**src/rtl/cmd_queue_loader_pkg.sv**
```systemverilog
// Shared types for the command-queue producer.
//   cmd_t          : one command word as stored in command memory and the FIFO
//   CMD_DEPTH      : default command FIFO depth (entries, power of 2)
//   OCC_W          : width of an occupancy count for a CMD_DEPTH-entry FIFO
//   loader_state_e : cmd_queue_loader FSM states
package cmd_queue_loader_pkg;

  typedef logic [31:0] cmd_t;

  localparam int unsigned CMD_DEPTH = 16;
  localparam int unsigned OCC_W     = $clog2(CMD_DEPTH) + 1;

  typedef enum logic [2:0] {
    StIdle,
    StFetch,
    StWait,
    StPush,
    StDone
  } loader_state_e;

endpackage

```
**src/rtl/cmd_queue_loader_occ_counter.sv**
```systemverilog
// Up/down occupancy tracker for a FIFO producer.
//   i_clk, i_rstn : clock, synchronous active-low reset
//   i_inc         : producer write strobe (ignored once the count reaches DEPTH)
//   i_dec         : consumer read strobe (ignored at zero, like the FIFO's empty guard)
//   o_count       : current fill level, 0..DEPTH
//   o_full        : o_count == DEPTH
module cmd_queue_loader_occ_counter
  import cmd_queue_loader_pkg::*;
#(
  parameter int unsigned DEPTH = CMD_DEPTH,
  parameter int unsigned WIDTH = OCC_W
) (
  input  logic             i_clk,
  input  logic             i_rstn,
  input  logic             i_inc,
  input  logic             i_dec,
  output logic [WIDTH-1:0] o_count,
  output logic             o_full
);

  logic [WIDTH-1:0] count_q, count_d;
  logic             inc_ok, dec_ok;

  always_comb begin
    inc_ok  = i_inc && (count_q != WIDTH'(DEPTH));
    dec_ok  = i_dec && (count_q != '0);
    count_d = count_q;
    case ({inc_ok, dec_ok})
      2'b10:   count_d = count_q + WIDTH'(1);
      2'b01:   count_d = count_q - WIDTH'(1);
      default: count_d = count_q;
    endcase
  end

  always_ff @(posedge i_clk) begin
    if (!i_rstn) begin
      count_q <= '0;
    end else begin
      count_q <= count_d;
    end
  end

  assign o_count = count_q;
  assign o_full  = (count_q == WIDTH'(DEPTH));

endmodule

```
**src/rtl/cmd_queue_loader.sv**
```systemverilog
// Command-queue producer: copies i_num_cmds words starting at i_base_addr from command
// memory into the command FIFO, one word every three cycles, stalling while the FIFO
// is full. FIFO fill level is tracked locally from our writes and the issuer's reads.
//   i_clk, i_rstn              : clock, synchronous active-low reset (shared with the FIFO)
//   i_start, i_base_addr,
//   i_num_cmds, i_abort        : host control
//   o_mem_rd, o_mem_addr,
//   i_mem_data                 : command memory read port, data one cycle after o_mem_rd
//   o_fifo_write, o_fifo_data  : FIFO write port
//   i_fifo_read                : snoop of the issuer's FIFO read strobe
//   o_occupancy                : tracked FIFO fill level
//   o_busy, o_done, o_drained  : status
module cmd_queue_loader
  import cmd_queue_loader_pkg::*;
#(
  parameter int unsigned CMD_W  = $bits(cmd_t),
  parameter int unsigned DEPTH  = CMD_DEPTH,
  parameter int unsigned ADDR_W = 18,
  parameter int unsigned CNT_W  = 18
) (
  input  logic                   i_clk,
  input  logic                   i_rstn,
  input  logic                   i_start,
  input  logic [ADDR_W-1:0]      i_base_addr,
  input  logic [CNT_W-1:0]       i_num_cmds,
  input  logic                   i_abort,
  output logic                   o_mem_rd,
  output logic [ADDR_W-1:0]      o_mem_addr,
  input  logic [CMD_W-1:0]       i_mem_data,
  output logic                   o_fifo_write,
  output logic [CMD_W-1:0]       o_fifo_data,
  input  logic                   i_fifo_read,
  output logic [$clog2(DEPTH):0] o_occupancy,
  output logic                   o_busy,
  output logic                   o_done,
  output logic                   o_drained
);

  loader_state_e    state_q, state_d;
  logic [ADDR_W-1:0] addr_q, addr_d;
  logic [CNT_W-1:0]  remaining_q, remaining_d;
  logic [CMD_W-1:0]  hold_q, hold_d;
  // Set for the first DONE cycle after a zero-length start, so o_done still pulses once.
  logic              zero_done_q, zero_done_d;

  logic occ_full;
  logic abort_now;
  logic take_start;

  assign abort_now  = i_abort && (state_q != StIdle);
  // In DONE an abort outranks a simultaneous start.
  assign take_start = i_start &&
                      ((state_q == StIdle) || ((state_q == StDone) && !i_abort));

  always_comb begin
    state_d      = state_q;
    addr_d       = addr_q;
    remaining_d  = remaining_q;
    hold_d       = hold_q;
    zero_done_d  = 1'b0;
    o_mem_rd     = 1'b0;
    o_mem_addr   = '0;
    o_fifo_write = 1'b0;
    o_done       = zero_done_q && !abort_now;

    unique case (state_q)
      StIdle, StDone: begin
        if (take_start) begin
          addr_d      = i_base_addr;
          remaining_d = i_num_cmds;
          if (i_num_cmds == '0) begin
            state_d     = StDone;
            zero_done_d = 1'b1;
          end else begin
            state_d = StFetch;
          end
        end else if (abort_now) begin
          state_d = StIdle;
        end
      end
      StFetch: begin
        o_mem_rd   = 1'b1;
        o_mem_addr = addr_q;
        state_d    = abort_now ? StIdle : StWait;
      end
      StWait: begin
        hold_d  = i_mem_data;
        state_d = abort_now ? StIdle : StPush;
      end
      StPush: begin
        if (abort_now) begin
          state_d = StIdle;
        end else if (!occ_full) begin
          o_fifo_write = 1'b1;
          addr_d       = addr_q + ADDR_W'(1);
          remaining_d  = remaining_q - CNT_W'(1);
          if (remaining_q == CNT_W'(1)) begin
            o_done  = 1'b1;
            state_d = StDone;
          end else begin
            state_d = StFetch;
          end
        end
      end
      default: state_d = StIdle;
    endcase
  end

  always_ff @(posedge i_clk) begin
    if (!i_rstn) begin
      state_q     <= StIdle;
      addr_q      <= '0;
      remaining_q <= '0;
      hold_q      <= '0;
      zero_done_q <= 1'b0;
    end else begin
      state_q     <= state_d;
      addr_q      <= addr_d;
      remaining_q <= remaining_d;
      hold_q      <= hold_d;
      zero_done_q <= zero_done_d;
    end
  end

  cmd_queue_loader_occ_counter #(
    .DEPTH (DEPTH),
    .WIDTH ($clog2(DEPTH) + 1)
  ) u_occ_counter (
    .i_clk   (i_clk),
    .i_rstn  (i_rstn),
    .i_inc   (o_fifo_write),
    .i_dec   (i_fifo_read),
    .o_count (o_occupancy),
    .o_full  (occ_full)
  );

  assign o_fifo_data = hold_q;
  assign o_busy      = (state_q == StFetch) || (state_q == StWait) || (state_q == StPush);
  assign o_drained   = (state_q == StDone) && (o_occupancy == '0);

endmodule
```
**config.mk**
```make
export PLATFORM = sky130hd
export DESIGN_NAME = cmd_queue_loader
export DESIGN_NICKNAME = d
export VERILOG_FILES = /design/src/rtl/cmd_queue_loader_pkg.sv /design/src/rtl/cmd_queue_loader_occ_counter.sv /design/src/rtl/cmd_queue_loader.sv
export SDC_FILE = /design/constraint.sdc
export NUM_CORES = 1
export LEC_CHECK = 0
export BUFFER_PORTS_ARGS = -buffer_cell sky130_fd_sc_hd__buf_2
export CORE_AREA = 2 2 136 138
export DETAILED_ROUTE_END_ITERATION = 10
export DIE_AREA = 0 0 138 140
export PLACE_DENSITY = 0.45
export SLEW_MARGIN = 0
export SYNTH_ARGS = -nofsm -noshare
export SYNTH_HDL_FRONTEND = slang
export SYNTH_SLANG_ARGS = --single-unit
```
**constraint.sdc**
```tcl
create_clock -name i_clk -period 3.13 [get_ports i_clk]
set_clock_uncertainty 0.1 [all_clocks]
set_input_delay 0.1565 -clock i_clk [delete_from_list [all_inputs] [get_ports i_clk]]
set_output_delay 0.1565 -clock i_clk [all_outputs]
set_load 0.03 [all_outputs]
```
# ---- Word level (Yosys, flattened, before mapping)
# Cells that the tools add are included.
dict set report word_totals {
  input_bits 73
  regBits 77
  word_cells 75
}
dict set report classes {
  n_eq_ne 14
  addsub 4
  mux 28
  n_reduce_logical 23
}
# operator n
set op_table {}
lappend op_table {{two-way mux 18 bit} 7}
lappend op_table {{one-hot mux 18 bit (2 select lines)} 2}
lappend op_table {{adder 18 x 1 -> 18 bit, second input constant} 1}
lappend op_table {{== test 18 x 1 -> 1 bit, second input constant} 1}
lappend op_table {{logical NOT 18 bit} 1}
lappend op_table {{two-way mux 3 bit} 6}
lappend op_table {{subtractor 18 x 1 -> 18 bit, second input constant} 1}
lappend op_table {{one-hot mux 3 bit (4 select lines)} 1}
lappend op_table {{one-hot mux 5 bit (2 select lines)} 1}
lappend op_table {{two-way mux 1 bit} 9}
lappend op_table {{logical AND 1 bit} 7}
lappend op_table {{== test 3 x 2 -> 1 bit, second input constant} 2}
lappend op_table {{inequality test 2 bit, second input constant} 3}
lappend op_table {{inequality test 3 bit, second input constant} 2}
lappend op_table {{adder 5 x 1 -> 5 bit, second input constant} 1}
lappend op_table {{== test 5 bit, second input constant} 1}
lappend op_table {{logical NOT 5 bit} 1}
lappend op_table {{inequality test 5 bit, second input constant} 1}
lappend op_table {{nonzero test 5 bit} 1}
lappend op_table {{subtractor 5 x 1 -> 5 bit, second input constant} 1}
lappend op_table {{two-way mux 2 bit} 2}
lappend op_table {{AND reduction 4 bit} 1}
lappend op_table {{nonzero test 2 bit} 2}
lappend op_table {{== test 3 x 1 -> 1 bit, second input constant} 1}
lappend op_table {{other kinds (10)} 13}

# ---- Logic depth before layout (Yosys ltp)
dict set report depth {
  depth_word 8
  mapped_depth 13
}

# ---- Modules after synthesis
# From an unflattened synthesis, not the netlist that was laid out.
dict set report unflattened {
  hier_cells 549
  area_unflattened_um2 4246.6
}
# mod cells_each instances seq_area_each_um2 area_each_um2
set modules_own_cells {}
lappend modules_own_cells {cmd_queue_loader 510 1 1441.4 3895.0}
lappend modules_own_cells {cmd_queue_loader_occ_counter 39 1 100.1 351.6}

# ---- Least setup slack after synthesis
# Ideal clock, no wire load.
dict set report synth_timing {
  kind {register to register}
  startpoint {register u_occ_counter.count_q[1], in the netlist u_occ_counter.o_count[1]}
  endpoint {register u_occ_counter.count_q[4], in the netlist u_occ_counter.o_count[4]}
  required_time_ps 2958
  period_less_slack_ps 3304
  path_slack_ps -174
  path_stages_with_launch 14
  n_path_buf 4
  t_arrival_ps 3133
  path_cell_list {dfxtp_1 buf_6 or4_4 o21ai_4 buf_6 buf_6 ha_1 buf_2 xor2_1 ha_1 a21oi_1 or3b_2 a31oi_1 mux2i_1}
}
dict set report synth_via {
  elab_chain_cells 7
  elab_cells_between_ends 14
}
# item line_no
set synth_rtl {}
lappend synth_rtl {{start, declared} cmd_queue_loader_occ_counter.sv:21} ;# logic [WIDTH-1:0] count_q, count_d;
lappend synth_rtl {{start signal, assigned} cmd_queue_loader_occ_counter.sv:39} ;# count_q <= count_d;
lappend synth_rtl {{== test 5 bit} cmd_queue_loader_occ_counter.sv:44} ;# assign o_full = (count_q == WIDTH'(DEPTH));
lappend synth_rtl {{two-way mux 1 bit} cmd_queue_loader.sv:93} ;# end else if (!occ_full) begin
lappend synth_rtl {{two-way mux 1 bit} cmd_queue_loader.sv:91} ;# if (abort_now) begin
lappend synth_rtl {{two-way mux 1 bit} cmd_queue_loader.sv:66} ;# unique case (state_q)
lappend synth_rtl {{logical AND 1 bit} cmd_queue_loader_occ_counter.sv:25} ;# inc_ok = i_inc && (count_q != WIDTH'(DEPTH));
lappend synth_rtl {{== test 2 x 1 -> 1 bit / == test 2 bit (equally long branches)} cmd_queue_loader_occ_counter.sv:28} ;# case ({inc_ok, dec_ok})
lappend synth_rtl {{one-hot mux 5 bit (2 select lines) / nonzero test 2 bit (equally long branches)} n/a}
# Parallel ways exist; a longest one is shown, timed or not.
# A chain may end at the register's enable or synchronous reset.

# ---- Final worst setup path
dict set report layout_timing {
  startpoint {register u_occ_counter.count_q[1], in the netlist u_occ_counter.o_count[1]}
  endpoint {register u_occ_counter.count_q[2], in the netlist u_occ_counter.o_count[2]}
}
# The elaborated chain is that of the path after synthesis.

==> flow_summary_export.csv <==
group,metric,value,unit
logic_synthesis,syn_area,4370,µm²
drt,wirelength,16300,µm
clock_tree,clk_latency,340,ps
floorplan,start_util,24.6,%
global_routing,grt_max_degree,49,
flow_run,cap_violations,0,
placed_design,pre_cts_slack,368,ps
global_routing,grt_pass1_vias,4870,
logic_synthesis,syn_nets,645,
sta,fin_ws,357,ps
floorplan,die_area,19300,µm²
setup_path,crit_chain,"or4_4 -> o21ai_4 -> buf_4 -> ha_1 -> a21oi_1 -> xor2_1 -> or3_1 -> a21oi_1",
setup_path,worstPathRequired,3300,ps
clock_tree,clockRootBuffer,"clkbuf_16",
cells_and_area,fin_nets,794,
logic_synthesis,avgSynthCellArea,7.73,µm²
floorplan,fp.dieW,138,µm
sta,hold_violations,0,
run_status,status,"finished clean",
cells_and_area,fillers,1936,
hold_path,hp-class,"input pin to register",
clock_tree,cts_made_buffers,9,
logic_synthesis,yosys-top-cells-area,"dfxtp_1, nand2_1, a21oi_1",
placed_design,numPortBuffers,132,
cells_and_area,final_cells,949,
drt,viasPerCell,5.31,
power,power_density,453,nW/µm²
sta,worstMarginPinSlew,939,ps
floorplan,rows,49,
drt,vias,5035,
setup_path,end_kind,"register",
drt,antenna_left,0,
logic_synthesis,synth_cells,566,
clock_tree,htree_levels,3,
power,static-leakage-power,2.39,nW
logic_synthesis,synth_common_cells,"nand2_1, dfxtp_1, a21oi_1",
sta,final.period_utilization,88.6,%
logic_synthesis,synth_cell_types,71,
setup_path,cp.arrival,2950,ps
drt,route.detailed.drc,0,
logic_synthesis,ys_seq_elements,77,
clock_tree,max-clock-path-buffers,2,
setup_path,max_stage_delay,580,ps
setup_path,crit_slowest_cell,"or4_4",
setup_path,path_common_cell,"a21oi_1",
setup_path,cp_max_fo,34,
placed_design,gp_congestion,0.795,
global_routing,grt_pass1_wl,25700,µm
setup_path,critPathBufInv,1,
global_routing,grt.total_usage,16.5,%
clock_tree,clk_pin_slew_worst_paths,60,ps
setup_path,crit_type,"register to register",
setup_path,critPathLaunchType,"register",
logic_synthesis,synth_edf_count,0,
drt,drtIter0Drc,335,
sta,fmax,361,MHz
power,ir_drop,0.256,mV
sta,fin_crit,2770,ps
cells_and_area,area_delta_synth_final,35.3,%
logic_synthesis,ys.flop_type,"dfxtp_1",
clock_tree,cts_resized,0,
placed_design,dp_cells,900,
setup_path,cp_top_family,"simple AND/OR/NAND/NOR gates",
logic_synthesis,synth.most_common_cell,"nand2_1",
logic_synthesis,yosysTopAreaCellShare,35.3,%
cells_and_area,drive_above_1_share,26.0,%
logic_synthesis,ys_warn_count,0,
global_routing,antenna_found_initial,0,
drt,dr.pass1.iters,5,
sta,finalMaxSlewViolations,0,
cells_and_area,n_antenna_cell,0,
logic_synthesis,yosysTopAreaCell,"dfxtp_1",
clock_tree,cts_tree,"done",
logic_synthesis,async_reset_ff_share,0,%
floorplan,ios,133,
global_routing,overflow,0,
sta,setup_tns,0,ps
sta,rsz0062_at_grt,"false",
logic_synthesis,seq_area_frac_synth,35.3,%
floorplan,die_h,140,µm
floorplan,core_area,17800,µm²
placed_design,dp_hpwl,11200,µm
clock_tree,cts_sinks,77,
sta,max_slew_margin,36.9,%
clock_tree,cts_setup_buffers,0,
sta,setup_viol,0,
drt,wl_per_cell,17.1,µm
stage by stage:
stage / instance area [µm²] / total power, mW / utilization [%] / hold WS, ps
floorplan: 4400 / 1.38 / - / 193
global placement: 5290 / 1.56 / 29.7 / 298
detailed placement: 5290 / 1.56 / 29.7 / 305
CTS: 5920 / 2.70 / 33.3 / 22.4
global route: 5920 / 2.80 / 33.3 / 44.8
finish: 5920 / 2.68 / 33.3 / 29.3
repair_timing:
action,4_1_cts,5_1_grt
hold buffers,33,0
endpoints found under the hold margin,33,0
setup endpoints to repair,0,0
per-layer routing:
layer	share of wire (%)	up-vias	wire length [µm]	global-route usage (%)
met5	0	-	0	0
met4	3.1	0	510	7.95
met3	5.1	38	836	2.46
met2	47	190	7630	26.8
met1	45	2400	7280	21.5
li1	-	2407	-	-
cell usage in the layout (no fill, tap or decap), drive strengths merged, types with 14 or more instances in the layout:
cell	count
buf	152
nand2	104
dfxtp	77
a21oi	58
dlygate4sd3	33
nor2	26
nor4	19
nand3	18
o21ai	15
nor3	14
and2	14
final timing paths:
path | startpoint | to | slack [ps] | depth (start not counted)
hold reg to reg | o_fifo_data[10] | o_fifo_data[10] | 350 | 2
hold / removal | i_base_addr[16] | addr_q[16] | 30 | 4
setup reg to reg | u_occ_counter.o_count[1] | u_occ_counter.o_count[2] | 360 | 8
setup / recovery | u_occ_counter.o_count[1] | u_occ_counter.o_count[2] | 360 | 8
worst register-to-register path: stages (launching register included):
cell and delay (ps):
dfxtp_4 370, or4_4 580, o21ai_4 190, buf_4 390, ha_1 350, a21oi_1 130, xor2_1 160, or3_1 310
a21oi_1 140
kinds of logic (layout without fill, tap and decap cells):
kind of cell / after synthesis / count (layout) / share of synthesized area (%)
adders and majority gates: 6 / 6 / 1.72
buffers and inverters: 60 / 214 / 6.21
and+or+nand+nor: 245 / 245 / 28.2
xor gates and xnor gates: 3 / 3 / 0.601
AOI/OAI and AO/OA: 172 / 172 / 27.3
muxes: 3 / 3 / 0.687
DFF: 77 / 77 / 35.3
state kept, by name, summed over array words and instances, names as in the netlist:
register and flops:
o_fifo_data 32, u_occ_counter.o_count 5, state_q 3, zero_done_q 1
remaining_q 18, addr_q 18
where the power goes:
group	leakage (nW)	internal, mW	switching [mW]
combinational	1.61	0.203	0.286
clock	0.151	0.664	0.439
sequential	0.630	1.03	0.0605
area by class of cell:
class	count	area, µm²	area share, %
multi-input cells	429	2580	43.6
clock inverters	4	45.0	0.761
repair buffers	185	1150	19.5
flip-flops and latches	77	1550	26.1
inverters	13	48.8	0.825
clock buffers	12	258	4.36
well taps	229	287	4.84
No activity file was read; power rests on OpenSTA's default activity.
